===== src/rtl/fifo_rd_pkg.sv =====
// Shared types and constants for the Sync_fifo burst read master.
// Default widths are kept here so FIFO instantiations and the reader stay in step.
package fifo_rd_pkg;

  localparam int unsigned StateW       = 2;
  localparam int unsigned BufDepth     = 3;
  localparam int unsigned DefDataWidth = 32;
  localparam int unsigned DefLenW      = 8;

  typedef enum logic [StateW-1:0] {
    StIdle  = 2'd0,
    StRead  = 2'd1,
    StDrain = 2'd2
  } rd_state_e;

endpackage


===== src/rtl/fifo_rd_outbuf.sv =====
// Small FIFO-ordered valid/ready output buffer; the head entry drives the stream.
// The read master guarantees it never pushes into a full buffer.
module fifo_rd_outbuf
  import fifo_rd_pkg::*;
#(
  parameter int unsigned DATA_WIDTH = DefDataWidth,
  parameter int unsigned DEPTH      = BufDepth
) (
  input  logic                          i_clk,
  input  logic                          i_rst,
  input  logic                          i_push,
  input  logic [DATA_WIDTH-1:0]         i_push_data,
  input  logic                          i_pop,
  output logic [DATA_WIDTH-1:0]         o_head,
  output logic                          o_valid,
  output logic [$clog2(DEPTH+1)-1:0]    o_occ
);

  localparam int unsigned PtrW = $clog2(DEPTH);
  localparam int unsigned OccW = $clog2(DEPTH + 1);

  logic [DATA_WIDTH-1:0] r_mem [DEPTH];
  logic [PtrW-1:0]       r_wr_ptr;
  logic [PtrW-1:0]       r_rd_ptr;
  logic [OccW-1:0]       r_occ;
  logic                  w_do_pop;

  function automatic logic [PtrW-1:0] ptr_inc(input logic [PtrW-1:0] p);
    return (p == PtrW'(DEPTH - 1)) ? '0 : p + 1'b1;
  endfunction

  assign w_do_pop = i_pop && (r_occ != '0);

  always_ff @(posedge i_clk) begin
    if (i_rst) begin
      for (int i = 0; i < int'(DEPTH); i++) begin
        r_mem[i] <= '0;
      end
      r_wr_ptr <= '0;
      r_rd_ptr <= '0;
      r_occ    <= '0;
    end else begin
      if (i_push) begin
        r_mem[r_wr_ptr] <= i_push_data;
        r_wr_ptr        <= ptr_inc(r_wr_ptr);
      end
      if (w_do_pop) begin
        r_rd_ptr <= ptr_inc(r_rd_ptr);
      end
      r_occ <= r_occ + OccW'(i_push) - OccW'(w_do_pop);
    end
  end

  // A push into a full buffer without a simultaneous pop would lose data.
  always_ff @(posedge i_clk) begin
    if (!i_rst && i_push && !w_do_pop) begin
      assert (r_occ < OccW'(DEPTH));
    end
  end

  assign o_head  = r_mem[r_rd_ptr];
  assign o_valid = (r_occ != '0);
  assign o_occ   = r_occ;

endmodule


===== src/rtl/fifo_burst_reader.sv =====
// Read-side master for a Sync_fifo: pops a commanded number of words and
// streams them out on valid/ready with full backpressure.
module fifo_burst_reader
  import fifo_rd_pkg::*;
#(
  parameter int unsigned DATA_WIDTH = DefDataWidth,
  parameter int unsigned LEN_W      = DefLenW,
  parameter int unsigned BUF_DEPTH  = BufDepth
) (
  input  logic                  i_clk,
  input  logic                  i_rst,
  input  logic                  i_cmd_valid,
  input  logic [LEN_W-1:0]      i_cmd_len,
  output logic                  o_cmd_ready,
  input  logic                  i_fifo_empty,
  input  logic [DATA_WIDTH-1:0] i_fifo_data,
  output logic                  o_fifo_cs,
  output logic                  o_fifo_rd_en,
  output logic [DATA_WIDTH-1:0] o_m_data,
  output logic                  o_m_valid,
  input  logic                  i_m_ready,
  output logic                  o_done,
  output logic                  o_busy
);

  localparam int unsigned OccW = $clog2(BUF_DEPTH + 1);

  rd_state_e        r_state;
  logic [LEN_W-1:0] r_rd_left;
  logic [LEN_W-1:0] r_out_left;
  logic             r_inflight;
  logic             r_done;

  logic [OccW-1:0]  w_occ;
  logic [OccW:0]    w_pending;
  logic             w_room;
  logic             w_rd_en;
  logic             w_buf_valid;
  logic             w_pop;

  // Buffer slots already claimed: resident words plus the one returning from the FIFO.
  assign w_pending = {1'b0, w_occ} + {{OccW{1'b0}}, r_inflight};
  assign w_room    = (w_pending < (OccW + 1)'(BUF_DEPTH));
  assign w_rd_en   = (r_state == StRead) && (r_rd_left != '0) && !i_fifo_empty && w_room;
  assign w_pop     = w_buf_valid && i_m_ready;

  always_ff @(posedge i_clk) begin
    if (i_rst) begin
      r_state    <= StIdle;
      r_rd_left  <= '0;
      r_out_left <= '0;
      r_inflight <= 1'b0;
      r_done     <= 1'b0;
    end else begin
      r_inflight <= w_rd_en;
      r_done     <= 1'b0;
      if (w_pop && (r_out_left != '0)) begin
        r_out_left <= r_out_left - 1'b1;
      end
      unique case (r_state)
        StIdle: begin
          if (i_cmd_valid) begin
            r_rd_left  <= i_cmd_len;
            r_out_left <= i_cmd_len;
            if (i_cmd_len == '0) begin
              r_done <= 1'b1;
            end else begin
              r_state <= StRead;
            end
          end
        end
        StRead: begin
          if (w_rd_en) begin
            r_rd_left <= r_rd_left - 1'b1;
            if (r_rd_left == LEN_W'(1)) begin
              r_state <= StDrain;
            end
          end
        end
        StDrain: begin
          if (w_pop && (r_out_left == LEN_W'(1))) begin
            r_done  <= 1'b1;
            r_state <= StIdle;
          end
        end
        default: r_state <= StIdle;
      endcase
    end
  end

  fifo_rd_outbuf #(
    .DATA_WIDTH (DATA_WIDTH),
    .DEPTH      (BUF_DEPTH)
  ) u_outbuf (
    .i_clk       (i_clk),
    .i_rst       (i_rst),
    .i_push      (r_inflight),
    .i_push_data (i_fifo_data),
    .i_pop       (w_pop),
    .o_head      (o_m_data),
    .o_valid     (w_buf_valid),
    .o_occ       (w_occ)
  );

  assign o_m_valid    = w_buf_valid;
  assign o_fifo_rd_en = w_rd_en;
  assign o_fifo_cs    = w_rd_en;
  assign o_cmd_ready  = (r_state == StIdle);
  assign o_busy       = (r_state != StIdle);
  assign o_done       = r_done;

endmodule


===== config.mk =====
export PLATFORM = sky130hd
export DESIGN_NAME = fifo_burst_reader
export DESIGN_NICKNAME = d
export VERILOG_FILES = /design/src/rtl/fifo_rd_pkg.sv /design/src/rtl/fifo_rd_outbuf.sv /design/src/rtl/fifo_burst_reader.sv
export SDC_FILE = /design/constraint.sdc
export NUM_CORES = 1
export LEC_CHECK = 0
export CAP_MARGIN = 20
export CORE_MARGIN = 3
export CORE_UTILIZATION = 60
export DETAILED_ROUTE_END_ITERATION = 6
export PLACE_DENSITY = 0.83
export SLEW_MARGIN = 20
export SYNTH_ARGS = -nofsm -noshare
export SYNTH_HDL_FRONTEND = slang
export SYNTH_SLANG_ARGS = --single-unit

===== constraint.sdc =====
create_clock -name i_clk -period 5.9 [get_ports i_clk]
set_input_delay 1.475 -clock i_clk [delete_from_list [all_inputs] [get_ports i_clk]]
set_output_delay 1.475 -clock i_clk [all_outputs]
set_load 0.01 [all_outputs]

---- After elaboration in Yosys (flattened, before gate mapping) ----
Memories as Yosys holds them, arrays and structs flattened. A register that Yosys moved wholly into a read port is not among the register bits.
Index checks and enable logic that the tools add are counted.
word-level totals
  bits in registers ....................... 26
  memory bits (writable) .................. 96
  output and inout bits ................... 38
  word-level logic and storage cells ...... 74
  memories ................................ 1
cells by class
  add/sub/neg operators ................... 7
  magnitude comparators ................... 1
  eq/ne operators ......................... 11
  multiplexer cells ....................... 28
  reductions and logical operators ........ 18
memories
  memory          words  bits a word  read ports  clocked after memory_dff  write ports  RTL line              RTL
  u_outbuf.r_mem  3      32           1           1                         3            fifo_rd_outbuf.sv:22  logic [DATA_WIDTH-1:0] r_mem [DEPTH];
operator list
  operator                                                    count
  2-to-1 mux 8 bit                                            5
  2-to-1 mux 32 bit                                           1
  OR reduction 32 bit                                         1
  2-to-1 mux 2 bit                                            10
  equality test 8 x 1 -> 1 bit, second input constant         2
  case mux 8 bit (2 select lines)                             1
  nonzero test 8 bit                                          2
  subtractor 8 x 1 -> 8 bit, second input constant            2
  2-to-1 mux 1 bit                                            9
  zero test 8 bit                                             1
  inequality test 2 bit, second input constant                4
  logical AND 1 bit                                           7
  equality test 2 bit, second input constant                  3
  case mux 2 bit (3 select lines)                             1
  nonzero test 2 bit                                          3
  AND reduction 5 bit                                         1
  adder 2 x 1 -> 2 bit, second input constant                 2
  adder 2 x 1 -> 3 bit                                        1
  less-than comparator 3 x 2 -> 1 bit, second input constant  1
  AND reduction 3 bit                                         1
  adder 2 x 1 -> 2 bit                                        1
  equality test 2 x 1 -> 1 bit, second input constant         1
  zero test 2 bit                                             1
  inequality test 2 x 1 -> 1 bit, second input constant       1
  other kinds (3)                                             3

---- Logic depth before layout (Yosys ltp) ----
  depth after elaboration ................. 6
  mapped depth ............................ 8
  gate-level depth less buffers ........... 8

---- Cells and area by module ----
A second synthesis with hierarchy kept.
second synthesis, totals
  cell total of the unflattened synthesis .. 467
  area, all modules ....................... 7065.5 um^2
modules (own cells, without submodules)
  module             times used  cells an instance  area each (um^2)  seq. area each (um^2)
  fifo_rd_outbuf     1           315                5763.0            4003.8
  fifo_burst_reader  1           152                1302.5            400.4

---- Worst setup path after synthesis ----
OpenSTA, ideal clock, no wires.
  path type ............................... input to output
  start point ............................. input port i_fifo_empty
  end point ............................... output port o_fifo_rd_en
  arrival time ............................ 2377 ps
  path slack .............................. 2048 ps
  stages .................................. 3
  path buffers ............................ 1
  path through ............................ a2111oi_2 -> and2_0 -> buf_4
on the way
  cells in the longest elaborated chain, start to end .. 3
RTL lines
  item                            RTL line                 RTL
  from (decl)                     fifo_burst_reader.sv:15  input logic i_fifo_empty,
  zero test 1 bit                 fifo_burst_reader.sv:44  assign w_rd_en = (r_state == StRead) && (r_rd_left != '0) && !i_fifo_empty && w_room;
  logical AND 1 bit (2 in a row)  fifo_burst_reader.sv:44
  to (decl)                       fifo_burst_reader.sv:18  output logic o_fifo_rd_en,
Every way passes these cells.

---- Final worst setup path ----
  start point ............................. input port i_fifo_empty
  end point ............................... output port o_fifo_cs
on the way
  cells in the longest elaborated chain, start to end .. 3
RTL lines
  item                            RTL line                 RTL
  zero test 1 bit                 fifo_burst_reader.sv:44
  logical AND 1 bit (2 in a row)  fifo_burst_reader.sv:44
  to (decl)                       fifo_burst_reader.sv:17  output logic o_fifo_cs,
Every way passes these cells.

==> flow_metrics.py <==
metrics = {
    "die": {
        "pin_count": 83,
        "rows": 38,
        "start_util_pct": 62.16,
        "die_area_sq_mm": 0.01269,
        "die_h_um": 112.7,
        "die_w_um": 112.7,
        "core_area_sq_mm": 0.01098,
    },
    "synth": {
        "yosysMostFrequentCell": "edfxtp_1",
        "synth_edf_count": 128,
        "yosys.area.top_type": "edfxtp_1",
        "synth-seq-cells": 156,
        "synthesis.instances": 465,
        "synthArstFlopShare_pct": 0,
        "synth.top_cell.area_share_pct": 56.30,
        "synthTopCellsByArea": "edfxtp_1, mux4_2, dfxtp_1",
        "synth-main-ff-cell": "edfxtp_1",
        "synth_seq_area_share_pct": 64.52,
        "syn_area_sq_mm": 0.006827,
        "synth.top_cells.by_count": "edfxtp_1, and2_1, and3_1",
        "synth_nets": 520,
        "ys_types": 49,
        "syn_area_per_cell_sq_um": 14.68,
        "yosys_warnings": 0,
    },
    "power_and_ir_drop": {
        "leakage_nw": 3.066,
        "p_total_mw": 2.697,
        "powerDensity_mw_per_mm2": 323.7,
        "ir_drop_uv": 175.1,
    },
    "global_route": {
        "grt_first_pass_wirelength_mm": 23.13,
        "grt_usage_pct": 24.06,
        "antenna_found_initial": 0,
        "grt_max_degree": 34,
        "grt.overflow.total": 0,
        "grt_pass1_vias": 4454,
    },
    "placement": {
        "dp_hpwl_mm": 8.525,
        "place_inst": 667,
        "gp_congestion": 0.8602,
        "io_buffers": 82,
    },
    "finish": {
        "drive_above_1_share_pct": 14.85,
        "stdcell_count": 699,
        "final_util_pct": 75.86,
        "multiInputGateArea_sq_mm": 0.002285,
        "num_antenna_cells": 0,
        "syn2layout_area_growth_pct": 22.05,
        "fill_cells": 688,
        "nNetsFinal": 601,
        "ff_latch_area_sq_mm": 0.004407,
    },
    "sta": {
        "fmax_mhz": 209.2,
        "fin_skew_ns": 0.008209,
        "setup_viol": 0,
        "fin_crit_ns": 4.781,
        "finalHoldViolCount": 0,
        "rsz0062_at_grt": "false",
        "tightest_slew_ns": 0.9281,
        "slew-limit-headroom_pct": 38.13,
        "maxSlewViolCount": 0,
        "holdWs_ns": 0.4923,
        "fin_crit_sh_pct": 81.03,
        "tns_ns": 0,
    },
    "clock_tree": {
        "clk_pin_slew_ns": 0.06,
        "clkSinkCount": 156,
        "cts_buffers": 17,
        "ctsResizeCount": 0,
        "cts_hold_buf": 0,
        "root_buffer": "clkbuf_16",
        "clk_latency_ns": 0.41,
        "tritoncts": "done",
        "clock_path_buffers": 2,
        "cts_setup_buffers": 0,
        "htreeDepth": 4,
    },
    "detailed_routing": {
        "dr.pass1.iters": 6,
        "drt_wl_total_mm": 14.34,
        "drt_iter0_drc": 329,
        "drc_errors": 0,
        "vias_per_cell": 5.976,
        "vias": 4177,
        "drt-wirelength-per-cell_um": 20.51,
        "antenna_left": 0,
    },
    "worst_setup_path": {
        "endpoint_kind": "output pin",
        "rr_startpoint": "r_inflight",
        "crit_required_ns": 4.43,
        "cp-start-kind": "input port",
        "reg2regPathDepth": 3,
        "rr_endpoint": "u_outbuf.r_mem[2][7]",
        "crit_path_end": "o_fifo_cs",
        "ff2ff_setup_slack_ns": 3.58,
        "critPathLaunch": "i_fifo_empty",
        "crit_fanout": 6,
        "arrival_ns": 3.31,
        "worstSetupPathType": "in -> out",
    },
    "hold_path": {
        "hold_depth": 2,
        "hp-class": "reg -> reg",
    },
    "outcome": {
        "status": "completed",
    },
    "flow_run": {
        "cap_violations": 0,
    },
}
where the power goes:
part / switching (mW) / leakage [nW] / internal [mW]
combinational: 0.175 / 1.29 / 0.213
clock: 0.407 / 0.265 / 0.620
sequential: 0.0429 / 1.51 / 1.24
state kept, by name (all words and copies together) (netlist names), named ones only:
register and flops:
u_outbuf.r_mem 128, r_out_left 8, r_rd_left 8, r_state 2, u_outbuf.o_occ 2, u_outbuf.r_rd_ptr 2, u_outbuf.r_wr_ptr 2, o_done 1
r_inflight 1
through the flow:
step           area (sq um)  setup slack [ns]
4_1_cts                8332             1.115
6_report               8332             1.119
3_3_place_gp           7774             1.131
3_5_place_dp           7774             1.127
2_1_floorplan          6827             2.048
5_1_grt                8332             1.012
layout make-up:
type,instances,area share [%]
flip-flops and latches,156,52.89
multi-input cells,273,27.42
repair buffers,89,10.48
clock buffers,21,5.286
well taps,140,2.102
clock inverters,11,1.412
inverters,9,0.4055
metal layers:
metal  global-route usage [%]  share of wire, %
met5                        0                 0
met4                    8.494               1.4
met3                    5.984               6.5
met2                    41.39                53
met1                    29.76                39
worst max-delay path, cell delays in order:
cell and delay, ns:
clkdlybuf4s50_1 0.41, a2111oi_2 0.44, and2_0 0.37, clkdlybuf4s50_1 0.60
how the worst min path moves through the flow:
| stage | startpoint | to |
|---|---|---|
| finish | r_rd_left[6] | r_rd_left[6] |
| global route | r_rd_left[6] | r_rd_left[6] |
| CTS | r_state[0] | o_done |
| detailed placement | r_state[0] | o_done |
| global placement | r_state[0] | o_done |
| floorplan | r_state[0] | o_done |
cells in the final DEF, fill, tap and decap left out, types with 3 or more instances in the layout:
cell type,n
clkdlybuf4s50_1,82
dfxtp_1,26
o21ai_1,4
nor3_1,8
clkinv_1,3
clkbuf_16,17
nor2b_1,3
edfxtp_1,128
o21ai_0,5
nand2_1,12
xnor2_1,5
a211oi_1,6
a21oi_1,18
clkbuf_1,4
inv_1,9
nor2_1,22
mux4_2,32
and2_1,65
or2_2,5
nor4b_1,3
buf_4,7
and3_1,32
ha_1,10
kinds of logic after synthesis:
logic type / after synthesis / synth area share, %
and+or+nand+nor: 175 / 15.08
AOI/OAI and AO/OA: 45 / 4.344
buffers and inverters: 36 / 2.144
muxes: 36 / 11.18
xor gates and xnor gates: 7 / 0.8981
DFF: 156 / 64.52
adders and majority gates: 10 / 1.833
(Power assumes the default switching activity.)
